`config.mk`:
```
export PLATFORM = sky130hd
export DESIGN_NAME = qar_mem_arbiter
export DESIGN_NICKNAME = d
export VERILOG_FILES = /design/src/rtl/qar_bus_pkg.sv /design/src/rtl/qar_arb_pick.sv /design/src/rtl/qar_mem_arbiter.sv
export SDC_FILE = /design/constraint.sdc
export NUM_CORES = 1
export LEC_CHECK = 0
export ABC_AREA = 1
export BUFFER_PORTS_ARGS = -buffer_cell sky130_fd_sc_hd__buf_4
export CAP_MARGIN = 40
export CORE_AREA = 2 2 104 106
export CTS_CLUSTER_DIAMETER = 40
export DETAILED_ROUTE_END_ITERATION = 16
export DIE_AREA = 0 0 106 108
export PLACE_DENSITY = 0.79
export SYNTH_ARGS = -nofsm -noshare
export SYNTH_HDL_FRONTEND = slang
export SYNTH_SLANG_ARGS = --single-unit
```
`constraint.sdc`:
```
create_clock -name clk -period 4.6 [get_ports clk]
set_input_delay 0.69 -clock clk [delete_from_list [all_inputs] [get_ports clk]]
set_output_delay 0.69 -clock clk [all_outputs]
set_load 0.01 [all_outputs]
```
`src/rtl/qar_bus_pkg.sv`:
```
// Shared types and constants for the QAR-Core memory arbiter.
// State and owner encodings are used by the top level and the pick logic.
package qar_bus_pkg;

  typedef enum logic [1:0] {
    IDLE   = 2'd0,
    BUSY_I = 2'd1,
    BUSY_D = 2'd2
  } state_t;

  typedef enum logic {
    OWNER_I = 1'b0,
    OWNER_D = 1'b1
  } owner_t;

  localparam logic [31:0] DEFAULT_ERR_DATA = 32'hDEAD_BEEF;
  localparam logic [3:0]  STARVE_SAT       = 4'd15;

endpackage

```
`src/rtl/qar_arb_pick.sv`:
```
// Combinational winner selection between the fetch (I) and data (D) ports.
// The starvation guard overrides both the fixed-priority and round-robin modes.
module qar_arb_pick
  import qar_bus_pkg::*;
#(
  parameter int DATA_PRIO  = 1,
  parameter int MAX_STARVE = 4
) (
  input  logic       i_valid,
  input  logic       d_valid,
  input  logic [3:0] starve_cnt,
  input  owner_t     last_owner,
  output logic       grant,
  output owner_t     winner
);

  localparam logic [3:0] STARVE_LIM = 4'(MAX_STARVE);

  always_comb begin
    grant  = i_valid | d_valid;
    winner = OWNER_D;
    if (i_valid && d_valid) begin
      if (starve_cnt >= STARVE_LIM) begin
        winner = OWNER_I;
      end else if (DATA_PRIO != 0) begin
        winner = OWNER_D;
      end else begin
        // Round-robin: hand the memory to whichever port did not use it last.
        winner = (last_owner == OWNER_D) ? OWNER_I : OWNER_D;
      end
    end else if (i_valid) begin
      winner = OWNER_I;
    end
  end

endmodule

```
`src/rtl/qar_mem_arbiter.sv`:
```
// Two-requester arbiter sharing one single-port memory between the fetch and data ports.
// Registered downstream request, combinational completion pass-through, timeout watchdog.
module qar_mem_arbiter
  import qar_bus_pkg::*;
#(
  parameter int          DATA_PRIO  = 1,
  parameter int          MAX_STARVE = 4,
  parameter int          TIMEOUT    = 256,
  parameter logic [31:0] ERR_DATA   = DEFAULT_ERR_DATA
) (
  input  logic        clk,
  input  logic        rst,
  input  logic        i_valid,
  input  logic [31:0] i_addr,
  output logic        i_ready,
  output logic [31:0] i_rdata,
  output logic        i_err,
  input  logic        d_valid,
  input  logic        d_we,
  input  logic [31:0] d_addr,
  input  logic [31:0] d_wdata,
  output logic        d_ready,
  output logic [31:0] d_rdata,
  output logic        d_err,
  output logic        m_valid,
  output logic        m_we,
  output logic [31:0] m_addr,
  output logic [31:0] m_wdata,
  input  logic        m_ready,
  input  logic [31:0] m_rdata
);

  localparam int TW = $clog2(TIMEOUT);
  localparam logic [TW-1:0] TMO_LAST = TW'(TIMEOUT - 1);

  state_t        state;
  owner_t        last_owner;
  logic [3:0]    starve_cnt;
  logic [TW-1:0] tmo_cnt;

  logic   grant;
  owner_t winner;
  logic   busy;
  logic   done_ok;
  logic   done_tmo;
  logic   done;

  qar_arb_pick #(
    .DATA_PRIO  (DATA_PRIO),
    .MAX_STARVE (MAX_STARVE)
  ) u_pick (
    .i_valid    (i_valid),
    .d_valid    (d_valid),
    .starve_cnt (starve_cnt),
    .last_owner (last_owner),
    .grant      (grant),
    .winner     (winner)
  );

  assign busy     = (state == BUSY_I) || (state == BUSY_D);
  assign done_ok  = busy && m_ready;
  assign done_tmo = busy && !m_ready && (tmo_cnt == TMO_LAST);
  assign done     = done_ok || done_tmo;

  // Completion strobes are suppressed while reset is asserted so an aborted
  // request never produces a ready pulse.
  always_comb begin
    i_ready = 1'b0;
    i_err   = 1'b0;
    d_ready = 1'b0;
    d_err   = 1'b0;
    if (!rst && done) begin
      if (state == BUSY_I) begin
        i_ready = 1'b1;
        i_err   = done_tmo;
      end else begin
        d_ready = 1'b1;
        d_err   = done_tmo;
      end
    end
  end

  assign i_rdata = done_tmo ? ERR_DATA : m_rdata;
  assign d_rdata = done_tmo ? ERR_DATA : m_rdata;

  always_ff @(posedge clk) begin
    if (rst) begin
      state      <= IDLE;
      m_valid    <= 1'b0;
      m_we       <= 1'b0;
      m_addr     <= '0;
      m_wdata    <= '0;
      starve_cnt <= '0;
      last_owner <= OWNER_D;
      tmo_cnt    <= '0;
    end else begin
      case (state)
        IDLE: begin
          tmo_cnt <= '0;
          if (grant) begin
            m_valid <= 1'b1;
            if (winner == OWNER_I) begin
              m_we       <= 1'b0;
              m_addr     <= i_addr;
              m_wdata    <= '0;
              starve_cnt <= '0;
              state      <= BUSY_I;
            end else begin
              m_we    <= d_we;
              m_addr  <= d_addr;
              m_wdata <= d_wdata;
              state   <= BUSY_D;
              if (i_valid && (starve_cnt != STARVE_SAT)) begin
                starve_cnt <= starve_cnt + 4'd1;
              end
            end
          end
        end
        BUSY_I, BUSY_D: begin
          // m_* stay frozen until completion; a timeout ends the transfer like a normal one.
          if (done) begin
            m_valid    <= 1'b0;
            last_owner <= (state == BUSY_I) ? OWNER_I : OWNER_D;
            tmo_cnt    <= '0;
            state      <= IDLE;
          end else begin
            tmo_cnt <= tmo_cnt + TW'(1);
          end
        end
        default: begin
          m_valid <= 1'b0;
          state   <= IDLE;
        end
      endcase
    end
  end

endmodule

```
==> metrics, run 1 <==
vias 4,408; Syn Nets 748; Synth cell types 24; Worst R2R Setup Slack 2660 ps; endpoints failing setup 0; CTS tree yes; startpoint types flip-flop; met2 wire len 6240 um; RSZ-0062 raised after global routing false; CTS sink cnt 80; PortBufs 267; Vias/cell 4.56; sequential share of the synthesized area 39.1%; area growth from synthesis to layout 48.0%; Final Critical Period 2750 ps; switch share 33.4%; WL met3 1300 um; Worst Clk Skew 15.0 ps; grt ovf 0; Clk pin slew, worst setup/hold paths 70 ps; crit path to i_ready; status finished clean; ant diodes 0; drt total wl 12,600 um; postcts setup bufs 0; Critical Path AT 2060 ps; initial DRC count 145; Pwr Density 341 nW/um2; vias in the first global route 4,003; FF+latch count, synth 80; setup_tns 0 ps; H-Tree Depth 3; initial antenna violation count 0; sequential power share 41.8%; Max IR drop VDD 0.176 mV; YS warnings 0; Mapped Cells 609; Rel. slew slack 66.2%; worst hold path class reg2reg; NetSw 692 uW; Reg2Reg Depth 8; Chip Width 106 um; Hold Violations, Final 0; number of cell rows 37; worst reg2reg path endpoint m_wdata[11]$_SDFFE_PP0P_; detailed-placement wirelength estimate 9580 um; Met1 Routed Length 4610 um; hold buffer count at CTS 0; Die Area 11,400 um2; core area 10,200 um2; Fmax 0.363 GHz; mean post-synth cell area 6.73 um2; worst-case clock buffer depth 2; Final Net Count 964; TritonRoute pass-1 iters 7; fraction of layout cells with a size suffix above 1 36.9%; Logic pwr share 35.9%; uppermost layer routed met4; CTS buffer count 9; worst-margin pin slew 507 ps; first-pass GRT wire length 19,400 um; WL/cell 13.0 um; DRC 0; Overall Global Routing Usage 21.5%; crit path launch tmo_cnt[0]$_SDFFE_PP0P_; reg2reg start state[1]$_SDFFE_PP0P_; post-route ant nets 0; Synth Cell Area 4100 um2; Final period util 59.9%; Int Power 1380 uW; Max Slew Vio Count 0; initial core utilization 40.1%; worst path required time 3910 ps; Setup crit end kind output port; I/O pins 268; PostCTS Resize Cnt 0; Hold WS 451 ps; Die Y-Extent 108 um; part of the power in the clock network 22.3%; max_cap viols 0; Root Buffer clkbuf_8; Clock Latency Late Sink 340 ps; CP Class reg2out; P_leak 0.00333 uW; largest net degree at the start of global routing 87; CP Max Fanout 35; GP Congestion 0.808
## cell families (layout without fill, tap and decap cells)
logic type	after synthesis	count (layout)	share of synthesized area [%]
compound gates	75	75	9.15
xor+xnor	7	7	1.50
fa+ha+maj	5	5	1.53
buf+inv	125	346	16.2
flops	80	80	39.1
mux	1	1	0.244
simple gates	316	316	32.3
## worst min path at each step
stage	from	end	slack, ps	cells after the start
2_1_floorplan	starve_cnt[3]$_SDFFE_PP0P_	starve_cnt[3]$_SDFFE_PP0P_	420	2
3_3_place_gp	starve_cnt[3]$_SDFFE_PP0P_	starve_cnt[3]$_SDFFE_PP0P_	440	2
3_5_place_dp	starve_cnt[3]$_SDFFE_PP0P_	starve_cnt[3]$_SDFFE_PP0P_	450	2
4_1_cts	starve_cnt[3]$_SDFFE_PP0P_	starve_cnt[3]$_SDFFE_PP0P_	460	2
5_1_grt	starve_cnt[3]$_SDFFE_PP0P_	starve_cnt[3]$_SDFFE_PP0P_	480	2
6_report	starve_cnt[3]$_SDFFE_PP0P_	starve_cnt[3]$_SDFFE_PP0P_	450	2
## sequential cells by signal, summed over array words and instances (netlist names)
signal / cells
state: 2
starve_cnt: 4
tmo_cnt: 8
m_valid: 1
m_wdata: 32
m_we: 1
m_addr: 32
## cells in the final DEF (no fill, tap or decap)
cell	netlist	routed
buf_12	0	1
a21oi_1	39	39
inv_1	54	54
nor2_4	2	2
or2_2	15	15
nor3_2	1	1
ha_1	5	5
clkbuf_1	8	4
nand2_1	156	156
or2_1	10	10
buf_4	34	270
clkbuf_8	0	10
nor3_1	1	1
inv_2	4	3
nand4_1	2	2
clkinv_2	0	2
inv_6	0	1
dfxtp_1	80	80
xor2_1	6	6
nand3_1	40	40
mux2i_1	1	1
o21ai_0	36	36
nor2_1	89	89
xnor2_1	1	1
buf_16	0	1
## power groups by stage
stage / registers (uW) / logic [uW] / clock network [uW]
6_report: 866 / 743 / 462
5_1_grt: 880 / 824 / 508
4_1_cts: 866 / 751 / 479
3_5_place_dp: 879 / 749 / 0
3_3_place_gp: 878 / 732 / 0
2_1_floorplan: 924 / 360 / 0
## worst max-delay path, cell delays in order (launching register included)
cell,delay (ps)
dfxtp_1,390
ha_1,210
inv_1,70
nor3_2,210
nand2_1,90
inv_2,310
o21ai_0,190
nor2_1,120
buf_4,130
## routing by layer
layer / vias to the layer above / track usage [%]
li1: 2273 / -
met4: 0 / 9.77
met3: 29 / 8.14
met5: - / 0
met1: 1906 / 22.1
met2: 200 / 38.8
## layout make-up
class / count / area, um2
Clock buffer: 14 / 153
Clock inverter: 2 / 13.8
Fill cell: 1026 / 4160
Inverter: 58 / 219
Multi-Input combinational cell: 404 / 1840
Sequential cell: 80 / 1600
Tap cell: 136 / 170
Timing Repair Buffer: 272 / 2070
## stage by stage
step	worst slack (ps)	cell area (um2)	total power (uW)	cells	util, %
5_1_grt	1550	6070	2210	966	59.3
6_report	1850	6070	2070	966	59.3
4_1_cts	1830	6070	2100	966	59.3
3_3_place_gp	2050	5850	1610	948	57.2
2_1_floorplan	2400	4100	1280	609	-
3_5_place_dp	2100	5900	1630	950	57.7
## cell usage after synthesis, drive strengths merged
| master | instances | area share (%) |
|---|---|---|
| mux2i | 1 | 0.24 |
| clkbuf | 10 | 0.98 |
| nand4 | 2 | 0.31 |
| xor2 | 6 | 1.3 |
| inv | 58 | 5.3 |
| buf | 57 | 9.9 |
| xnor2 | 1 | 0.21 |
| or2 | 25 | 3.8 |
| nand3 | 40 | 4.9 |
| nand2 | 156 | 14 |
| o21ai | 36 | 4.4 |
| ha | 5 | 1.5 |
| nor3 | 2 | 0.37 |
| nor2 | 91 | 8.7 |
| dfxtp | 80 | 39 |
| a21oi | 39 | 4.8 |
(Power assumes the default switching activity.)
==> inputs of run 2 (changes only) <==
clock period = 2.6 ns   (was 4.6 ns; I/O delays follow)
==> run 2 against run 1 <==
Critical path depth stayed put. Clock power up 110%. Core utilization increased by 0.55 points. First-iteration DRC count grew 41%. Flip-flop and latch count unchanged. Register-to-register slack got worse by 2000 ps. Via count up 0.79%. Non-clock buffer count grew 3. Critical endpoint is now i_rdata[18]. Highest routed layer unchanged.
==> metrics, run 2 (synthesized netlist as in run 1, its figures left out) <==
Die Y-Extent 108 um; initial DRC count 204; H-Tree Depth 3; Final period util 89.7%; post-route ant nets 0; Final Net Count 967; worst reg2reg path endpoint m_wdata[14]$_SDFFE_PP0P_; CP Max Fanout 35; Hold Path Depth 3; Hold Violations, Final 0; PortBufs 267; Final Cell Area 6120 um2; startpoint types flip-flop; Vias/cell 4.58; Clk pin slew, worst setup/hold paths 80 ps; fraction of layout cells with a size suffix above 1 37.5%; Max IR drop VDD 0.312 mV; Overall Global Routing Usage 22.1%; P_leak 0.00335 uW; Root Buffer clkbuf_8; WL/cell 13.1 um; CP max stage cell dfxtp_1; detailed-placement wirelength estimate 9980 um; largest net degree at the start of global routing 75; crit path launch state[0]$_SDFFE_PP0P_; first-pass GRT wire length 20,000 um; WL met3 1250 um; GP Congestion 0.856; setup_tns 0 ps; non-filler cells in the finished layout 970; postcts setup bufs 0; Fmax 0.429 GHz; Met1 Routed Length 4640 um; Clock Latency Late Sink 340 ps; status finished clean; CTS tree yes; Critical Path AT 1940 ps; CP max stage delay 390 ps; worst path required time 2210 ps; cell family with most CP delay simple AND/OR/NAND/NOR gates; Die Area 11,400 um2; Max Slew Vio Count 0; CTS sink cnt 80; hold_sp d_wdata[28]; Top Registers m_addr x32, m_wdata x32, tmo_cnt x8; Worst Clk Skew 9.03 ps; number of cell rows 37; endpoints failing setup 0; met2 wire len 6210 um; highest-count cells in the layout ignoring fill and taps buf_4, nand2_1, nor2_1; TritonRoute pass-1 iters 4; Most Frequent Cell on Critical Path nand2_1; max_cap viols 0; Pwr Density 624 nW/um2; reg2reg start state[0]$_SDFFE_PP0P_; core area 10,200 um2; uppermost layer routed met4; Cell Area, Placed 5900 um2; grt ovf 0; CP Class reg2out; worst hold path class in2reg; I/O pins 268; area growth from synthesis to layout 49.3%; commonest non-fill, non-tap cell in the layout buf_4; Final Critical Period 2330 ps; Rel. slew slack 73.6%; worst-margin pin slew 396 ps; initial antenna violation count 1; Reg2Reg Depth 7; CP cell instances inv_1 -> ha_1 -> nand2_1 -> nor2_1 -> nand2_1 -> inv_4 -> or2_2 -> buf_4; CTS buffer count 9; Worst Hold Path EP m_wdata[28]$_SDFFE_PP0P_; drt total wl 12,700 um; RSZ-0062 raised after global routing false; WP buf/inv 3; dpl cells 953; worst-case clock buffer depth 2; Chip Width 106 um; vias in the first global route 4,121; DRC 0; Setup crit end kind output port; initial core utilization 40.1%; vias 4,443; Worst R2R Setup Slack 710 ps
## run 2: what timing repair did
action | CTS | global route
gates resized for setup | 0 | 3
hold buffers | 0 | 0
endpoints found under the setup margin | 0 | 27
## run 2: tightest hold or removal path, stage by stage
cell and delay [ps]:
buf_4 110, nand2_1 50, a21oi_1 50
## run 2: per-stage QoR
step / total power (uW) / worst slack [ps] / utilization, % / hold slack (ps)
floorplan: 2270 / 696 / - / 424
global placement: 2870 / 576 / 57.7 / 434
detailed placement: 2880 / 530 / 57.7 / 443
CTS: 3870 / 126 / 59.8 / 266
global route: 4070 / 8.06 / 59.9 / 279
finish: 3820 / 268 / 59.9 / 293
## run 2: cell type report
cell class | count | area, um2
Timing Repair Buffer | 275 | 2080
Multi-Input combinational cell | 404 | 1840
Inverter | 58 | 221
Clock buffer | 13 | 169
Tap cell | 136 | 170
Antenna cell | 1 | 2.50
Sequential cell | 80 | 1600
Clock inverter | 3 | 46.3
Fill cell | 970 | 4110
## run 2: routing by layer
| layer | vias to the layer above | global-route usage [%] |
|---|---|---|
| met4 | 0 | 12.5 |
| met1 | 1922 | 23.0 |
| met5 | - | 0 |
| met3 | 33 | 7.66 |
| li1 | 2281 | - |
| met2 | 207 | 39.2 |
## run 2: worst max path at each step
stage	end	slack, ps	cells after the start
3_3_place_gp	d_ready	580	9
6_report	i_rdata[18]	270	8
3_5_place_dp	i_ready	530	9
2_1_floorplan	i_rdata[15]	700	9
4_1_cts	i_ready	130	9
5_1_grt	d_ready	8	9
## run 2: power by group
group,internal [uW],switching [uW]
sequential,1430,106
combinational,632,685
clock,527,445
total,2580,1240
